$ cat src/rtl/acorn128_step_ctrl.sv
// ACORN-128 phase sequencer: drives mbit/ca/cb/step_en per step,
// forms ciphertext bits and collects the tag from the keystream.
module acorn128_step_ctrl #(
  parameter int LEN_W = 32
) (
  input  logic             clk,
  input  logic             rst_n,
  input  logic             start,
  input  logic [127:0]     key,
  input  logic [127:0]     iv,
  input  logic [LEN_W-1:0] ad_len,
  input  logic [LEN_W-1:0] msg_len,
  input  logic             din_bit,
  input  logic             din_valid,
  output logic             din_ready,
  input  logic             ks_in,
  output logic             step_en,
  output logic             mbit_out,
  output logic             ca_out,
  output logic             cb_out,
  output logic             ct_bit,
  output logic             ct_valid,
  output logic [2:0]       phase,
  output logic [127:0]     tag,
  output logic             done
);

  typedef enum logic [2:0] {
    IDLE   = 3'd0,
    INIT   = 3'd1,
    AD     = 3'd2,
    ADPAD  = 3'd3,
    MSG    = 3'd4,
    MSGPAD = 3'd5,
    FIN    = 3'd6,
    DONE   = 3'd7
  } phase_t;

  phase_t           ph;
  logic [10:0]      step;
  logic [LEN_W-1:0] dcnt;
  logic [LEN_W-1:0] ad_q;
  logic [LEN_W-1:0] msg_q;
  logic [127:0]     key_q;
  logic [127:0]     iv_q;
  logic             take;
  logic             last_d;
  logic             low_half;

  assign take     = din_valid & din_ready;
  assign last_d   = (dcnt + LEN_W'(1)) == ((ph == AD) ? ad_q : msg_q);
  assign low_half = (step[10:7] == 4'd0);

  assign phase    = ph;
  assign done     = (ph == DONE);
  assign ct_valid = (ph == MSG) & din_valid;
  assign ct_bit   = (ph == MSG) & (din_bit ^ ks_in);

  always_comb begin
    step_en   = 1'b0;
    mbit_out  = 1'b0;
    ca_out    = 1'b0;
    cb_out    = 1'b0;
    din_ready = 1'b0;
    unique case (ph)
      INIT: begin
        step_en = 1'b1;
        ca_out  = 1'b1;
        cb_out  = 1'b1;
        if (step[10:7] == 4'd1)
          mbit_out = iv_q[step[6:0]];
        else if (step == 11'd256)
          mbit_out = ~key_q[0];
        else
          mbit_out = key_q[step[6:0]];
      end
      AD: begin
        din_ready = 1'b1;
        step_en   = din_valid;
        mbit_out  = din_bit;
        ca_out    = 1'b1;
        cb_out    = 1'b1;
      end
      ADPAD: begin
        step_en  = 1'b1;
        mbit_out = (step == 11'd0);
        ca_out   = low_half;
        cb_out   = 1'b1;
      end
      MSG: begin
        din_ready = 1'b1;
        step_en   = din_valid;
        mbit_out  = din_bit;
        ca_out    = 1'b1;
      end
      MSGPAD: begin
        step_en  = 1'b1;
        mbit_out = (step == 11'd0);
        ca_out   = low_half;
      end
      FIN: begin
        step_en = 1'b1;
        ca_out  = 1'b1;
        cb_out  = 1'b1;
      end
      default: ;
    endcase
  end

  always_ff @(posedge clk or negedge rst_n) begin
    if (!rst_n) begin
      ph    <= IDLE;
      step  <= '0;
      dcnt  <= '0;
      ad_q  <= '0;
      msg_q <= '0;
      key_q <= '0;
      iv_q  <= '0;
      tag   <= '0;
    end else begin
      unique case (ph)
        IDLE: if (start) begin
          key_q <= key;
          iv_q  <= iv;
          ad_q  <= ad_len;
          msg_q <= msg_len;
          tag   <= '0;
          step  <= '0;
          dcnt  <= '0;
          ph    <= INIT;
        end
        INIT: if (step == 11'd1791) begin
          step <= '0;
          ph   <= (ad_q != '0) ? AD : ADPAD;
        end else begin
          step <= step + 11'd1;
        end
        AD: if (take) begin
          if (last_d) begin
            dcnt <= '0;
            ph   <= ADPAD;
          end else begin
            dcnt <= dcnt + LEN_W'(1);
          end
        end
        ADPAD: if (step == 11'd255) begin
          step <= '0;
          ph   <= (msg_q != '0) ? MSG : MSGPAD;
        end else begin
          step <= step + 11'd1;
        end
        MSG: if (take) begin
          if (last_d) begin
            dcnt <= '0;
            ph   <= MSGPAD;
          end else begin
            dcnt <= dcnt + LEN_W'(1);
          end
        end
        MSGPAD: if (step == 11'd255) begin
          step <= '0;
          ph   <= FIN;
        end else begin
          step <= step + 11'd1;
        end
        FIN: begin
          // steps 640..767 are 5*128 + j, so the low 7 bits index the tag
          if (step[10:7] == 4'd5)
            tag[step[6:0]] <= ks_in;
          if (step == 11'd767) begin
            step <= '0;
            ph   <= DONE;
          end else begin
            step <= step + 11'd1;
          end
        end
        DONE: ph <= IDLE;
        default: ph <= IDLE;
      endcase
    end
  end

endmodule
$ cat config.mk
export PLATFORM = sky130hd
export DESIGN_NAME = acorn128_step_ctrl
export DESIGN_NICKNAME = d
export VERILOG_FILES = /design/src/rtl/acorn128_step_ctrl.sv
export SDC_FILE = /design/constraint.sdc
export NUM_CORES = 1
export LEC_CHECK = 0
export BUFFER_PORTS_ARGS = -buffer_cell sky130_fd_sc_hd__buf_2
export CAP_MARGIN = 20
export CORE_MARGIN = 1.5
export CORE_UTILIZATION = 48
export CTS_CLUSTER_DIAMETER = 100
export DETAILED_ROUTE_END_ITERATION = 16
export GPL_ROUTABILITY_DRIVEN = 0
export PLACE_DENSITY = 0.71
export SKIP_LAST_GASP = 1
export SLEW_MARGIN = 10
export SYNTH_ARGS = -nofsm -noshare
export SYNTH_HDL_FRONTEND = slang
export SYNTH_SLANG_ARGS = --single-unit
$ cat constraint.sdc
create_clock -name clk -period 8.5 [get_ports clk]
set_input_delay 1.275 -clock clk [delete_from_list [all_inputs] [get_ports clk]]
set_output_delay 1.275 -clock clk [all_outputs]
set_load 0.01 [all_outputs]
==> out/metrics.yaml <==
ir_drop_mv: 0.170
ys.flop_type: "dfrtp_1"
path_max_fanout: 67
drv_cap: 0
p_comb_frac: 0.322
reg2reg_to: "dcnt[28]$_DFFE_PN0P_"
power.total_mw: 9.33
wl_um: 80000
finClkSkew_ns: 0.0140
grt_overflow: 0
core_mm2: 0.0491
async_flop_share: 1.00
drc: 0
cp-start-kind: "flop"
grt_max_degree: 261
synth_cells: 2811
htreeDepth: 2
post-cts-setup-buffers: 0
synth-seq-cells: 494
stdcell_area_mm2: 0.0284
multiInputGateArea_mm2: 0.0108
avgSynthCellArea_um2: 8.50
hold_viol: 0
r2r-start: "phase[2]$_DFFE_PN0P_"
slew_headroom: 0.0977
fin_tns_setup_ns: 0
pin_count: 465
final_common_cell: "nand2_1"
worstHoldStart: "iv_q[116]$_DFFE_PN0P_"
worstPathCellList: "clkinv_1 -> a221o_1 -> a221oi_1 -> a311o_1 -> a21oi_1 -> or4_1 -> nand4_1 -> o21ai_0 -> buf_2"
ys_seq_area_frac: 0.517
clkPwrFrac: 0.249
layout_common_cells: "1156 x nand2_1, 491 x dfrtp_1, 464 x buf_2"
hold_end: "iv_q[116]$_DFFE_PN0P_"
finalSetupViolCount: 0
synth_warnings: 0
die_area_mm2: 0.0511
worst_setup_path_end_kind: "primary output"
holdBufCountCts: 0
register_area_mm2: 0.0124
fmaxAchievable_mhz: 165
leakage_nw: 14.3
critical_path.max_stage_delay_ns: 0.97
rows: 81
vias: 21907
r2r_setup_slack_ns: 4.29
clock-sinks: 494
p_int_mw: 5.67
clk_latency_ns: 0.61
fillers: 4430
placed_area_mm2: 0.0266
fin_nets: 3495
cts_buffers: 53
die_y_um: 226
worstRegToRegCells: 11
tightest_slew_ns: 1.35
seq_power_share: 0.429
clkTransAtPathRegs_ns: 0.06
outcome: "complete, no violations"
firstDrtPassIters: 6
dp_hpwl_um: 56900
period_needed_ns: 6.07
arrival_ns: 4.79
slowest_stage: "dfrtp_4"
dr.first_iter.drc_count: 2170
fin_crit_sh: 0.714
die_w_um: 226
drv_slew: 0
power_density_mw_per_mm2: 329
cts.path.max_buffers: 3
rsz0062_at_grt: "no"
via_per_inst: 5.66
cp.required_ns: 7.22
switching_share: 0.392
path_class: "reg -> out"
min_path_type: "reg -> reg"
syn2layout_area_growth_pct: 18.6
ys_types: 75
drive_gt1_frac: 0.200
power.switching_mw: 3.66
cts_tree: "yes"
gr-usage-all-layers: 0.310
routedWlPerCell_um: 20.7
clockRootBuffer: "clkbuf_16"
hold_depth: 2
synth_area_mm2: 0.0239
grt_pass1_wl_um: 121000
initial_core_util: 0.487
synth-edff-count: 0
antenna_found_initial: 3
cts_resized: 0
syn-num-nets: 3140
postRouteAntennaNets: 0
first_global_vias: 20954
io_buffers: 464
## area by class of cell
class / count / area share
Sequential cell: 494 / 0.436
Multi-Input combinational cell: 2112 / 0.380
Timing Repair Buffer: 490 / 0.0906
Clock buffer: 79 / 0.0567
Tap cell: 664 / 0.0293
Clock inverter: 16 / 0.00516
Inverter: 15 / 0.00199
Antenna cell: 3 / 0.000265
## cell usage after synthesis (11+ instances only)
master,number,area (um^2)
a21oi_1,43,215
clkbuf_1,148,556
dfrtp_1,494,12400
nor2b_1,14,87.6
and3_1,17,106
buf_1,24,90.1
mux2_2,30,338
nor4_1,21,131
a21o_1,11,82.6
mux2i_1,61,611
xnor2_1,26,228
o211ai_1,12,90.1
inv_1,12,45.0
a22o_1,22,193
nor2_1,82,308
nor3_1,28,140
o21ai_0,176,881
nand2b_1,23,144
nand4_1,19,119
buf_2,12,60.1
o31ai_1,13,97.6
nand2_1,1157,4340
a22oi_1,21,158
a221oi_1,31,272
xor2_1,17,149
nand3_1,158,791
## stage by stage
stage	hold WS, ns	instances	setup WS [ns]	utilization
CTS	0.476	3868	2.55	0.578
floorplan	0.440	2811	4.32	-
global placement	0.459	3772	3.35	0.542
detailed placement	0.462	3773	3.22	0.542
global route	0.501	3871	2.18	0.578
finish	0.480	3873	2.43	0.578
## power by group through the flow
stage          combinational [mW]  clock (mW)  sequential [mW]
3_5_place_dp                 2.95           0             4.00
3_3_place_gp                 2.83           0             4.01
2_1_floorplan                2.34           0             3.49
5_1_grt                      3.34        2.45             4.06
4_1_cts                      2.97        2.36             3.97
6_report                     3.00        2.32             4.00
## cells by family after synthesis
group,after synthesis,synth area share
xor+xnor,46,0.0186
flops,494,0.517
fa+ha+maj,5,0.00241
mux,98,0.0463
simple gates,1567,0.274
compound gates,396,0.107
buf+inv,205,0.0342
## state kept, by name, indices dropped and copies added (netlist names)
signal  flops
ad_q       32
key_q     128
msg_q      32
iv_q      128
phase       3
step       11
tag       128
dcnt       32
## layer usage
| metal | vias to the layer above | track usage | routed length, um |
|---|---|---|---|
| li1 | 10153 | - | - |
| met1 | 10517 | 0.416 | 33000 |
| met2 | 1036 | 0.495 | 37400 |
| met3 | 199 | 0.0572 | 6400 |
| met4 | 2 | 0.125 | 3250 |
| met5 | - | 0 | 13 |
## worst max-delay path: cells and delay by family (launching register included)
kind / cells / cell delay [ns]
DFF: 1 / 0.97
buffers and inverters: 2 / 1.04
and+or+nand+nor: 2 / 0.69
AOI/OAI and AO/OA: 5 / 1.45
## worst max-delay path by stage
stage	startpoint	slack (ns)	endpoint
global placement	step[0]$_DFFE_PN0P_	3.35	mbit_out
floorplan	step[0]$_DFFE_PN0P_	4.32	mbit_out
finish	step[1]$_DFFE_PN0P_	2.43	mbit_out
CTS	step[1]$_DFFE_PN0P_	2.55	mbit_out
global route	step[0]$_DFFE_PN0P_	2.18	mbit_out
detailed placement	step[1]$_DFFE_PN0P_	3.22	mbit_out
Note: power is estimated with default switching activity, not from simulation.
